[config.mk]
export PLATFORM = sky130hd
export DESIGN_NAME = painterengine_gpu_triangle_scanner
export DESIGN_NICKNAME = d
export VERILOG_FILES = /design/src/rtl/painterengine_gpu_triangle_scanner.sv
export SDC_FILE = /design/constraint.sdc
export NUM_CORES = 1
export LEC_CHECK = 0
export BUFFER_PORTS_ARGS = -buffer_cell sky130_fd_sc_hd__clkbuf_2
export CAP_MARGIN = 20
export CORE_MARGIN = 2
export CORE_UTILIZATION = 38
export DETAILED_ROUTE_END_ITERATION = 12
export GPL_TIMING_DRIVEN = 0
export HOLD_SLACK_MARGIN = 0.1
export PLACE_DENSITY = 0.62
export REMOVE_ABC_BUFFERS = 1
export SETUP_SLACK_MARGIN = 0.3
export SKIP_CTS_REPAIR_TIMING = 1
export SLEW_MARGIN = 30
export SYNTH_ARGS = -nofsm -noshare
export SYNTH_HDL_FRONTEND = slang
export SYNTH_SLANG_ARGS = --single-unit
[constraint.sdc]
create_clock -name i_wire_clock -period 5.6 [get_ports i_wire_clock]
set_clock_uncertainty 0.15 [all_clocks]
set_input_delay 0 -clock i_wire_clock [delete_from_list [all_inputs] [get_ports i_wire_clock]]
set_output_delay 0 -clock i_wire_clock [all_outputs]
set_load 0.005 [all_outputs]
[src/rtl/painterengine_gpu_triangle_scanner.sv]
// -----------------------------------------------------------------------------
// painterengine_gpu_triangle_scanner
//
// Front end of the triangle rasterizer. It takes one triangle command and
// finds the triangle's bounding box. It clips that box to the render target,
// then walks every pixel of the clipped box in raster order (x fastest). It
// emits one test point per cycle, alongside the latched vertices and colours,
// for the rasterizer to test coverage.
//
// Ports
//   i_wire_clock, i_wire_resetn     clock (rising edge), async active-low reset
//   i_wire_start                    command strobe, sampled only when idle
//   i_wire_point1..3                vertices, {y[15:0], x[15:0]} signed
//   i_wire_yes_color, i_wire_no_color  colours forwarded with the command
//   i_wire_width, i_wire_height     unsigned render-target size
//   i_wire_hold                     downstream stall, only affects scanning
//   o_wire_busy                     command in progress
//   o_wire_done                     one-cycle completion pulse
//   o_wire_valid, o_wire_test_point test point {y, x}, qualified by valid
//   o_wire_point1..3, o_wire_yes_color, o_wire_no_color  latched command
// -----------------------------------------------------------------------------
module painterengine_gpu_triangle_scanner (
    input  logic        i_wire_clock,
    input  logic        i_wire_resetn,
    input  logic        i_wire_start,
    input  logic [31:0] i_wire_point1,
    input  logic [31:0] i_wire_point2,
    input  logic [31:0] i_wire_point3,
    input  logic [31:0] i_wire_yes_color,
    input  logic [31:0] i_wire_no_color,
    input  logic [15:0] i_wire_width,
    input  logic [15:0] i_wire_height,
    input  logic        i_wire_hold,
    output logic        o_wire_busy,
    output logic        o_wire_done,
    output logic        o_wire_valid,
    output logic [31:0] o_wire_test_point,
    output logic [31:0] o_wire_point1,
    output logic [31:0] o_wire_point2,
    output logic [31:0] o_wire_point3,
    output logic [31:0] o_wire_yes_color,
    output logic [31:0] o_wire_no_color
);

    localparam logic [2:0] ST_IDLE = 3'd0;
    localparam logic [2:0] ST_BBOX = 3'd1;
    localparam logic [2:0] ST_CLIP = 3'd2;
    localparam logic [2:0] ST_SCAN = 3'd3;
    localparam logic [2:0] ST_DONE = 3'd4;

    function automatic logic signed [15:0] smin3(input logic signed [15:0] a,
                                                 input logic signed [15:0] b,
                                                 input logic signed [15:0] c);
        logic signed [15:0] m;
        m = (a < b) ? a : b;
        return (m < c) ? m : c;
    endfunction

    function automatic logic signed [15:0] smax3(input logic signed [15:0] a,
                                                 input logic signed [15:0] b,
                                                 input logic signed [15:0] c);
        logic signed [15:0] m;
        m = (a > b) ? a : b;
        return (m > c) ? m : c;
    endfunction

    logic [2:0]         state_q, state_d;
    logic [31:0]        p1_q, p1_d, p2_q, p2_d, p3_q, p3_d;
    logic [31:0]        yes_q, yes_d, no_q, no_d;
    logic [15:0]        width_q, width_d, height_q, height_d;
    logic signed [15:0] xmin_q, xmin_d, xmax_q, xmax_d;
    logic signed [15:0] ymin_q, ymin_d, ymax_q, ymax_d;
    // Clipped bounds are non-negative once the box is known to be non-empty,
    // so the scan side keeps them unsigned.
    logic [15:0]        cxmin_q, cxmin_d, cxmax_q, cxmax_d, cymax_q, cymax_d;
    logic [15:0]        x_q, x_d, y_q, y_d;
    logic               busy_q, busy_d, done_q, done_d, valid_q, valid_d;
    logic [31:0]        tp_q, tp_d;

    // 17-bit signed clip arithmetic: width-1 becomes -1 for a zero-size target
    // instead of wrapping to 65535.
    logic signed [16:0] w_m1, h_m1;
    logic signed [16:0] xmin_x, xmax_x, ymin_x, ymax_x;
    logic signed [16:0] clip_xmin, clip_xmax, clip_ymin, clip_ymax;
    logic               clip_empty;

    always_comb begin
        w_m1      = $signed({1'b0, width_q})  - 17'sd1;
        h_m1      = $signed({1'b0, height_q}) - 17'sd1;
        xmin_x    = {xmin_q[15], xmin_q};
        xmax_x    = {xmax_q[15], xmax_q};
        ymin_x    = {ymin_q[15], ymin_q};
        ymax_x    = {ymax_q[15], ymax_q};
        clip_xmin = (xmin_x < 17'sd0) ? 17'sd0 : xmin_x;
        clip_xmax = (xmax_x > w_m1)   ? w_m1   : xmax_x;
        clip_ymin = (ymin_x < 17'sd0) ? 17'sd0 : ymin_x;
        clip_ymax = (ymax_x > h_m1)   ? h_m1   : ymax_x;
        clip_empty = (clip_xmin > clip_xmax) || (clip_ymin > clip_ymax) ||
                     (width_q == 16'd0) || (height_q == 16'd0);
    end

    always_comb begin
        // NOTE: every next-state value defaults to its register first, so no
        // path through the case statement can leave a latch behind.
        state_d  = state_q;
        p1_d     = p1_q;
        p2_d     = p2_q;
        p3_d     = p3_q;
        yes_d    = yes_q;
        no_d     = no_q;
        width_d  = width_q;
        height_d = height_q;
        xmin_d   = xmin_q;
        xmax_d   = xmax_q;
        ymin_d   = ymin_q;
        ymax_d   = ymax_q;
        cxmin_d  = cxmin_q;
        cxmax_d  = cxmax_q;
        cymax_d  = cymax_q;
        x_d      = x_q;
        y_d      = y_q;
        tp_d     = tp_q;
        valid_d  = 1'b0;
        done_d   = 1'b0;
        // Busy tracks the state one cycle late on the way down, so it also
        // covers the cycle carrying the done pulse.
        busy_d   = (state_q != ST_IDLE);

        case (state_q)
            ST_IDLE: begin
                if (i_wire_start) begin
                    p1_d     = i_wire_point1;
                    p2_d     = i_wire_point2;
                    p3_d     = i_wire_point3;
                    yes_d    = i_wire_yes_color;
                    no_d     = i_wire_no_color;
                    width_d  = i_wire_width;
                    height_d = i_wire_height;
                    busy_d   = 1'b1;
                    state_d  = ST_BBOX;
                end
            end
            ST_BBOX: begin
                xmin_d  = smin3(p1_q[15:0],  p2_q[15:0],  p3_q[15:0]);
                xmax_d  = smax3(p1_q[15:0],  p2_q[15:0],  p3_q[15:0]);
                ymin_d  = smin3(p1_q[31:16], p2_q[31:16], p3_q[31:16]);
                ymax_d  = smax3(p1_q[31:16], p2_q[31:16], p3_q[31:16]);
                state_d = ST_CLIP;
            end
            ST_CLIP: begin
                cxmin_d = clip_xmin[15:0];
                cxmax_d = clip_xmax[15:0];
                cymax_d = clip_ymax[15:0];
                x_d     = clip_xmin[15:0];
                y_d     = clip_ymin[15:0];
                state_d = clip_empty ? ST_DONE : ST_SCAN;
            end
            ST_SCAN: begin
                if (!i_wire_hold) begin
                    valid_d = 1'b1;
                    tp_d    = {y_q, x_q};
                    if (x_q < cxmax_q) begin
                        x_d = x_q + 16'd1;
                    end else begin
                        x_d = cxmin_q;
                        y_d = y_q + 16'd1;
                        if (y_q >= cymax_q) begin
                            state_d = ST_DONE;
                        end
                    end
                end
            end
            ST_DONE: begin
                done_d  = 1'b1;
                state_d = ST_IDLE;
            end
            default: begin
                state_d = ST_IDLE;
            end
        endcase
    end

    always_ff @(posedge i_wire_clock or negedge i_wire_resetn) begin
        if (!i_wire_resetn) begin
            state_q  <= ST_IDLE;
            p1_q     <= '0;
            p2_q     <= '0;
            p3_q     <= '0;
            yes_q    <= '0;
            no_q     <= '0;
            width_q  <= '0;
            height_q <= '0;
            xmin_q   <= '0;
            xmax_q   <= '0;
            ymin_q   <= '0;
            ymax_q   <= '0;
            cxmin_q  <= '0;
            cxmax_q  <= '0;
            cymax_q  <= '0;
            x_q      <= '0;
            y_q      <= '0;
            tp_q     <= '0;
            valid_q  <= 1'b0;
            done_q   <= 1'b0;
            busy_q   <= 1'b0;
        end else begin
            // NOTE: non-blocking assignments so every register samples the
            // pre-edge values, independent of statement order.
            state_q  <= state_d;
            p1_q     <= p1_d;
            p2_q     <= p2_d;
            p3_q     <= p3_d;
            yes_q    <= yes_d;
            no_q     <= no_d;
            width_q  <= width_d;
            height_q <= height_d;
            xmin_q   <= xmin_d;
            xmax_q   <= xmax_d;
            ymin_q   <= ymin_d;
            ymax_q   <= ymax_d;
            cxmin_q  <= cxmin_d;
            cxmax_q  <= cxmax_d;
            cymax_q  <= cymax_d;
            x_q      <= x_d;
            y_q      <= y_d;
            tp_q     <= tp_d;
            valid_q  <= valid_d;
            done_q   <= done_d;
            busy_q   <= busy_d;
        end
    end

    assign o_wire_busy       = busy_q;
    assign o_wire_done       = done_q;
    assign o_wire_valid      = valid_q;
    assign o_wire_test_point = tp_q;
    assign o_wire_point1     = p1_q;
    assign o_wire_point2     = p2_q;
    assign o_wire_point3     = p3_q;
    assign o_wire_yes_color  = yes_q;
    assign o_wire_no_color   = no_q;

endmodule

# Word-level counts from Yosys, hierarchy flattened

Index checks and enable logic that the tools add are counted.

Flip-flop bits (word level): 374

$add $sub $neg: 4
$lt $le $gt $ge: 16
Equal/unequal tests: 8
Muxes and demuxes: 29
Bitwise operators: 1
Reduce and logical (&&, ||, !) cells: 13

Operators by type and width:

| operator              | number |
|---|---|
| $mux 16               | 12 |
| $lt 16x16->1          | 5 |
| $mux 17               | 4 |
| $gt 16x16->1          | 4 |
| $pmux 16 s2           | 2 |
| $gt 16x17->1          | 2 |
| $gt 17x17->1          | 2 |
| $sub 16x1->17 const B | 2 |
| $add 16x1->16 const B | 2 |
| $logic_not 16->1      | 2 |
| $lt 16x1->1 const B   | 2 |
| $ge 16x16->1          | 1 |
| $mux 3                | 5 |
| $pmux 3 s4            | 1 |
| $ne 2x2->1 const B    | 4 |
| $eq 3x2->1 const B    | 2 |
| $reduce_and 2->1      | 3 |
| $mux 1                | 5 |
| $reduce_and 4->1      | 1 |
| $eq 3x1->1 const B    | 1 |
| $eq 3x3->1 const B    | 1 |
| $logic_not 3->1       | 1 |
| $logic_or 1x1->1      | 3 |
| $reduce_and 3->1      | 1 |
| 3 further kinds       | 3 |

# Logic depth before layout (Yosys ltp)

Gate-level depths: netlist of run 1.

Word-level depth: 9
Gate-level depth with buffers: 25
Depth with buffers taken out: 23

# Worst setup path after synthesis of run 1

Ideal clock, no wire load.

Kind: register to register
Start: register width_q[2]
End: register state_q[2]
Library setup time: 120 ps
Arrival: 5043 ps
Data required time: 5330 ps
Setup slack: 287 ps
Cell stages (with the launch flop): 24
Buffers on the path: 1
Clock period less this slack: 5313 ps
Cell sequence: dfrtp_1 -> or3_4 -> or3b_2 -> or4_1 -> or3_1 -> ha_1 -> nand2_1 -> nor2_1 -> nand4_1 -> o41ai_1 -> a21oi_4 -> buf_2 -> nand2_1 -> o21ai_1 -> ha_1 -> a21o_1 -> a21o_1 -> a21oi_1 -> nor2b_1 -> o21ai_0 -> a32oi_1 -> a31oi_1 -> o21ai_2 -> o211a_1

Cells in the longest elaborated chain, start to end: 9
Elaborated cells on any way between the ends: 10

RTL lines:

| what                   | line | RTL |
|---|---|---|
| from (decl)            | 70   | `logic [15:0] width_q, width_d, height_q, height_d;` |
| from (signal assigned) | 215  | `width_q <= width_d;` |
| $sub 16x1->17          | 88   | `w_m1 = $signed({1'b0, width_q}) - 17'sd1;` |
| $gt 16x17->1           | 95   | `clip_xmax = (xmax_x > w_m1) ? w_m1 : xmax_x;` |
| $mux 17                | 95   |  |
| $gt 17x17->1           | 98   | `clip_empty = (clip_xmin > clip_xmax) \|\| (clip_ymin > clip_ymax) \|\|` |
| $logic_or 1x1->1       | 98   |  |
| $logic_or 1x1->1 (*)   | 98   |  |
| $logic_or 1x1->1 (*)   | 99   | `(width_q == 16'd0) \|\| (height_q == 16'd0);` |
| $mux 3 (*)             | 156  | `state_d = clip_empty ? ST_DONE : ST_SCAN;` |
| $pmux 3 s4 (*)         | 129  | `case (state_q)` |
| to (signal assigned)   | 209  | `state_q <= state_d;` |
| to (decl)              | 67   | `logic [2:0] state_q, state_d;` |

Every way passes the cells marked *; elsewhere a longest branch is shown, timed or not.
A chain may end at the register's enable or synchronous reset.

# Worst setup path in the final report of run 1

Same ends and word-level chain as after synthesis.

==> reports/metrics.cfg, run 1 <==
[power_and_ir_drop]
finalPower_w=0.02335
power.leakage_nw=14.77
ir_worst_vdd_v=0.0005768
power_density_nw_per_um2=754.0
p_switching_w=0.01082
p_int_w=0.01253
power_frac_comb_pct=64.4
p_clk_share_pct=12.3
seq_power_share_pct=23.3
swShare_pct=46.33

[logic_synthesis]
synth_seq_cells=373
synth.yosys.warnings=0
synth_top_area_cell=dfrtp_1
synth_cells=2181
synth_area_leaders=dfrtp_1 (43%), ha_1 (11%), mux2_2 (10%)
synth.avg_cell_area_sq_um=9.869
synth_edf_count=0
ys.flop_type=dfrtp_1
synthArstFlopShare_pct=100.0
yosysMostFrequentCell=dfrtp_1
synth_commonest_cells=dfrtp_1 (373), nand2_1 (280), o21ai_0 (200)
seq_area_frac_synth_pct=43.36
netlist_area_sq_um=21520
synth_top_area_share_pct=43.36
synth_cell_types=76

[placed_design]
pre_cts_slack_ns=-0.4933
placed_cells=3287
port_buffers=390
gp_congestion=0.8800
dp_hpwl_mm=50.62

[timing]
finalHoldViolCount=0
finalCritPeriodShare_pct=94.96
setup_ws_ns=0.2822
finalSetupViolCount=0
rsz0062_at_grt=yes
tns_ns=0
max_freq_mhz=188.0
min_period_ns=5.318
holdWs_ns=0.07970
slew_headroom_pct=51.34
drv_slew=0
worst_pin_slew_ns=0.7285

[clock_network]
clock_latency_ns=0.58
clock_path_buffers=3
numCtsBuffers=43
clock_sinks=373
cts_root_buf=clkbuf_16
clk_pin_slew_ns=0.06
cts_tree=built
htree_num_levels=2

[worst_setup_path]
crit_path_max_incr_delay_ns=0.47
critical-path-slowest-cell=or4b_4
worst-path-buf-inv=2
worstPathRequired_ns=5.91
worst-setup-path-type=reg -> reg
worstSetupStartpointType=register
endpoint_kind=register
r2r_start=width_q[2]
cp_top_family=simple AND/OR/NAND/NOR gates
crit_fanout=5
r2r_end=state_q[2]
timing.reg2reg.setup_slack_ns=0.28
cp_data_arrival_time_ns=5.62
ff2ff_path_depth=21
cp_cell_sequence=or3_4 -> or3b_4 -> or4_4 -> or3_4 -> ha_4 -> or4b_4 -> nor3_4 -> buf_4 -> buf_4 -> a21oi_2 -> nand2_1 -> o21ai_2 -> ha_1 -> o21a_1 -> o21ai_1 -> nand2b_1 -> a21oi_2 -> o21ai_1 -> a31oi_2 -> o21ai_2 -> o211a_1

[min_path]
hp-start=i_wire_point2[26]
min_to=o_wire_point2[26]
min_path_type=in -> reg
hold_depth=4

[finish]
fill_cells=4769
drive_above_1_share_pct=28.33
regArea_sq_um=9339
synthToLayoutAreaGrowth_pct=43.88
multi_input_area_sq_um=11810
stdcell_count=3808
nNetsFinal=3401

[floorplanning]
die_y_microns=242
rows=87
fp.dieW_microns=242
die_area_sq_um=58560
core_sq_um=56170
initial_core_util_pct=38.32
ios=391

[grt]
grt_overflow=0
antenna_found_initial=6
grt_start_max_net_pins=72
grt_usage_pct=21.62
grt_pass1_wl_mm=101.4
grt_pass1_vias=18175

[detailed_routing]
wirelength_mm=75.46
vias=20397
initialDrtViolationCount=1350
drc=0
drtAntennaViolNets=0
viasPerCell=5.356
first_pass_iters=6
routedWlPerCell_microns=19.82

[run_status]
status=complete, no violations

[job]
maxCapViolCount=0

[sequential cells by signal, summed over array words and instances (netlist names), 32 cells and up]
register           count
o_wire_test_point     32
o_wire_point3         32
o_wire_point1         32
o_wire_yes_color      32
o_wire_point2         32
o_wire_no_color       32
[cells in the final DEF (no fill, tap or decap), types with 27 or more instances in the layout]
| master | instances |
|---|---|
| nor2b_1 | 37 |
| o21ai_1 | 27 |
| ha_1 | 188 |
| a21o_1 | 37 |
| o221ai_1 | 29 |
| o21ai_0 | 194 |
| clkbuf_2 | 389 |
| nand2_1 | 275 |
| nand3_1 | 66 |
| inv_1 | 161 |
| dfrtp_1 | 369 |
| mux2i_1 | 35 |
| buf_2 | 36 |
| nor2_1 | 60 |
| a21oi_1 | 73 |
| clkbuf_16 | 44 |
| buf_4 | 56 |
| dlygate4sd3_1 | 378 |
| mux2_2 | 194 |
| nand2b_1 | 27 |
[stage by stage]
step,cell area [sq um],util [%]
after floorplan,21140,-
after global placement,24040,42.80
after detailed placement,24770,44.11
after CTS,26210,46.66
after global routing,30970,55.14
final,30970,55.14
[final cells by class]
| type | instances | share of cell area, % |
|---|---|---|
| multi-input combinational | 1552 | 38.14 |
| sequential | 373 | 30.16 |
| timing repair buffer | 881 | 21.99 |
| inverter | 163 | 1.976 |
| clock inverter | 17 | 0.5656 |
| clock buffer | 60 | 4.072 |
| tap | 756 | 3.054 |
| antenna | 6 | 0.04848 |
[power groups by stage]
stage | registers [W] | logic, W | clock network [W]
3_5_place_dp | 0.00537 | 0.0128 | 0
5_1_grt | 0.00560 | 0.0165 | 0.00304
4_1_cts | 0.00534 | 0.0129 | 0.00292
2_1_floorplan | 0.00482 | 0.00775 | 0
6_report | 0.00544 | 0.0150 | 0.00288
3_3_place_gp | 0.00479 | 0.00874 | 0
[worst register-to-register path, delay by kind of cell, from the launching register on]
family                   cells  cell delay [ns]
AO/OA/AOI/OAI                9             1.20
adder cells (fa/ha/maj)      2             0.61
buffers and inverters        2             0.28
flip-flops                   1             0.43
AND/OR/NAND/NOR              8             2.53
[cells by family after synthesis]
kind of cell / Yosys count / share of synthesized area, %
AND/OR/NAND/NOR: 585 / 12.77
AO/OA/AOI/OAI: 503 / 14.65
flip-flops: 373 / 43.36
buffers and inverters: 263 / 4.621
adder cells (fa/ha/maj): 191 / 11.10
XOR/XNOR: 32 / 1.471
multiplexers: 234 / 12.03
[worst max-delay path by stage]
stage / endpoint / start / cells after the start
3_5_place_dp: state_q[2] / width_q[2] / 21
5_1_grt: state_q[2] / width_q[2] / 24
4_1_cts: state_q[2] / width_q[4] / 21
3_3_place_gp: o_wire_point3[28] / state_q[2] / 3
6_report: state_q[2] / width_q[2] / 21
2_1_floorplan: height_q[10] / state_q[2] / 2
[per-layer routing]
layer	up-vias	wire, microns	GRT usage, %
met1	9967	31420	29.04
met5	-	0	0
met2	760	36810	35.29
met3	201	4185	3.833
met4	0	3050	7.262
li1	9469	-	-
(Power assumes the default switching activity.)
==> run 2, diff against run 1 <==
CORE_UTILIZATION = 45   (was 38)
PLACE_DENSITY = not set   (was 0.62)
PLACE_DENSITY_LB_ADDON = 0.3   (was not set)
==> run 2 against run 1 <==
Against the previous run: setup slack got worse by 0.17 ns; utilization rose by 9.2 points; wire length rose by 3.2%; via count rose by 2.3%.
==> reports/metrics.cfg, run 2 (synthesis results as in run 1) <==
[run_status]
status=complete, no violations

[power_and_ir_drop]
power_frac_comb_pct=64.7  ; +0.3 points
swShare_pct=47.20  ; +0.86 points
finalPower_w=0.02344  ; +0.37%
p_int_w=0.01238  ; -1.2%
p_clk_share_pct=12.0  ; -0.3 points
power_density_nw_per_um2=768.2  ; +1.9%
p_switching_w=0.01106  ; +2.2%
power.leakage_nw=14.67  ; -0.68%
ir_worst_vdd_v=0.0005275  ; -8.6%
seq_power_share_pct=23.2  ; about the same

[grt]
grt_pass1_wl_mm=99.15  ; -2.3%
grt_pass1_vias=17945  ; -1.3%
grt_usage_pct=24.98  ; +3.4 points
antenna_found_initial=2  ; -4
grt_start_max_net_pins=85  ; +18%
grt_overflow=0  ; unchanged

[clock_network]
clock_sinks=373  ; unchanged
htree_num_levels=2  ; unchanged
clock_path_buffers=3  ; unchanged
cts_tree=built
clock_latency_ns=0.58  ; about the same
numCtsBuffers=42  ; -2.3%
clk_pin_slew_ns=0.07  ; about the same
cts_root_buf=clkbuf_16

[detailed_routing]
first_pass_iters=8  ; +2
routedWlPerCell_microns=21.36  ; +7.8%
drtAntennaViolNets=0  ; unchanged
dr.max_layer_used=met4
vias=20862  ; +2.3%
wl_met3_mm=5.588  ; +34%
initialDrtViolationCount=1765  ; +31%
viasPerCell=5.720  ; +6.8%
drc=0  ; unchanged
wirelength_mm=77.91  ; +3.2%
wl_met2_mm=37.82  ; +2.8%
drt-met1-wl_mm=30.59  ; -2.7%

[floorplanning]
initial_core_util_pct=45.37  ; +7.0 points
fp.dieW_microns=222.7  ; -8.0%
ios=391  ; unchanged
die_area_sq_um=49600  ; -15%
core_sq_um=47450  ; -16%
rows=80  ; -8.0%
die_y_microns=222.7  ; -8.0%

[finish]
nNetsFinal=3387  ; -0.41%
stdcell_area_sq_um=30510  ; -1.5%
drive_above_1_share_pct=28.25  ; -0.081 points
synthToLayoutAreaGrowth_pct=41.75
mostFrequentLayoutCells=clkbuf_2 (389), dfrtp_1 (372), dlygate4sd3_1 (365), nand2_1 (275), o21ai_0 (196)
final_common_cell=clkbuf_2

[job]
maxCapViolCount=0  ; unchanged

[worst_setup_path]
crit_fanout=6  ; +1
worst-setup-path-type=reg -> reg
endpoint_kind=register
worstPathRequired_ns=5.90  ; about the same
timing.reg2reg.setup_slack_ns=0.11  ; -0.17 ns
worstSetupStartpointType=register
cp_data_arrival_time_ns=5.80  ; +0.18 ns

[placed_design]
port_buffers=390  ; unchanged
gp_congestion=0.9041  ; +2.7%
dp_hpwl_mm=48.66  ; -3.9%
dpl-instance-area_sq_um=24540  ; -0.95%

[timing]
max_freq_mhz=182.1  ; -3.2%
finalSetupViolCount=0  ; unchanged
worst_pin_slew_ns=0.8313  ; +0.1029 ns
finalCritPeriodShare_pct=98.05  ; +3.1 points
drv_slew=0  ; unchanged
finalHoldViolCount=0  ; unchanged
min_period_ns=5.491  ; +0.1732 ns
slew_headroom_pct=44.58  ; -6.8 points
tns_ns=0  ; unchanged
rsz0062_at_grt=yes

[min_path]
min_path_type=in -> reg

run 2: changes by cell type in the layout (fill, tap and decap cells not counted), sizes merged, moves of 2 or more:
| cell | change |
|---|---|
| clkinv | -2 |
| diode | -4 |
| clkbuf | -2 |
| inv | +2 |
| dlygate4sd3 | -13 |
run 2: path summary, 6_finish.rpt:
path | start | endpoint | cells after the start
worst max-delay path | o_wire_point2[31] | ymin_q[0] | 18
worst min-delay path | i_wire_width[13] | width_q[13] | 3
worst max register to register | o_wire_point2[31] | ymin_q[0] | 18
worst min register to register | xmin_q[5] | xmin_q[5] | 2
max in group asynchronous | i_wire_resetn | o_wire_test_point[0] | 5
min in group asynchronous | i_wire_resetn | o_wire_point3[16] | 4
run 2: worst max-delay path, cell delays in order (launching register included):
cell and delay (ns):
dfrtp_1 0.41, inv_1 0.14, ha_4 0.41, nand4_1 0.21, or4_1 0.63, a21oi_2 0.25, a211oi_4 0.11, buf_4 0.21
xnor2_4 0.34, nor2_1 0.09, a21oi_1 0.34, inv_1 0.11, ha_1 0.32, a21o_1 0.20, a21oi_1 0.22, nand3_1 0.15
o31ai_4 0.39, mux2_1 0.36, a221o_1 0.32
run 2: per-stage QoR:
stage                     utilization, %  hold WS, ns  std cells  setup slack, ns
after global placement             50.30      0.05332       3086           -27.49
after detailed placement           51.72     -0.09119       3145          -0.7718
after global routing               64.31      0.08870       3647          0.03652
after CTS                          54.64      -0.6998       3219          -0.7998
after floorplan                        -      -0.4456       2081           -17.19
final                              64.31      0.08172       3647           0.1089
run 2: layer usage:
layer / global-route usage (%) / vias to the layer above
met2: 41.32 / 1040
met1: 33.81 / 10086
met3: 4.893 / 300
met4: 5.997 / 0
li1: - / 9436
met5: 0 / -
run 2: power by group through the flow:
stage	Combinational, W	Clock [W]	Sequential (W)
6_report	0.0152	0.00282	0.00544
5_1_grt	0.0165	0.00296	0.00557
4_1_cts	0.0127	0.00284	0.00530
3_5_place_dp	0.0126	0	0.00533
3_3_place_gp	0.00869	0	0.00477
2_1_floorplan	0.00775	0	0.00482
run 2: layout make-up:
| type | instances | area [sq um] |
|---|---|---|
| tap | 615 | 769.5 |
| fill | 3601 | 16930 |
| inverter | 163 | 611.8 |
| multi-input combinational | 1553 | 11800 |
| clock inverter | 16 | 152.6 |
| clock buffer | 58 | 1232 |
| sequential | 373 | 9335 |
| antenna | 2 | 5.005 |
| timing repair buffer | 867 | 6609 |
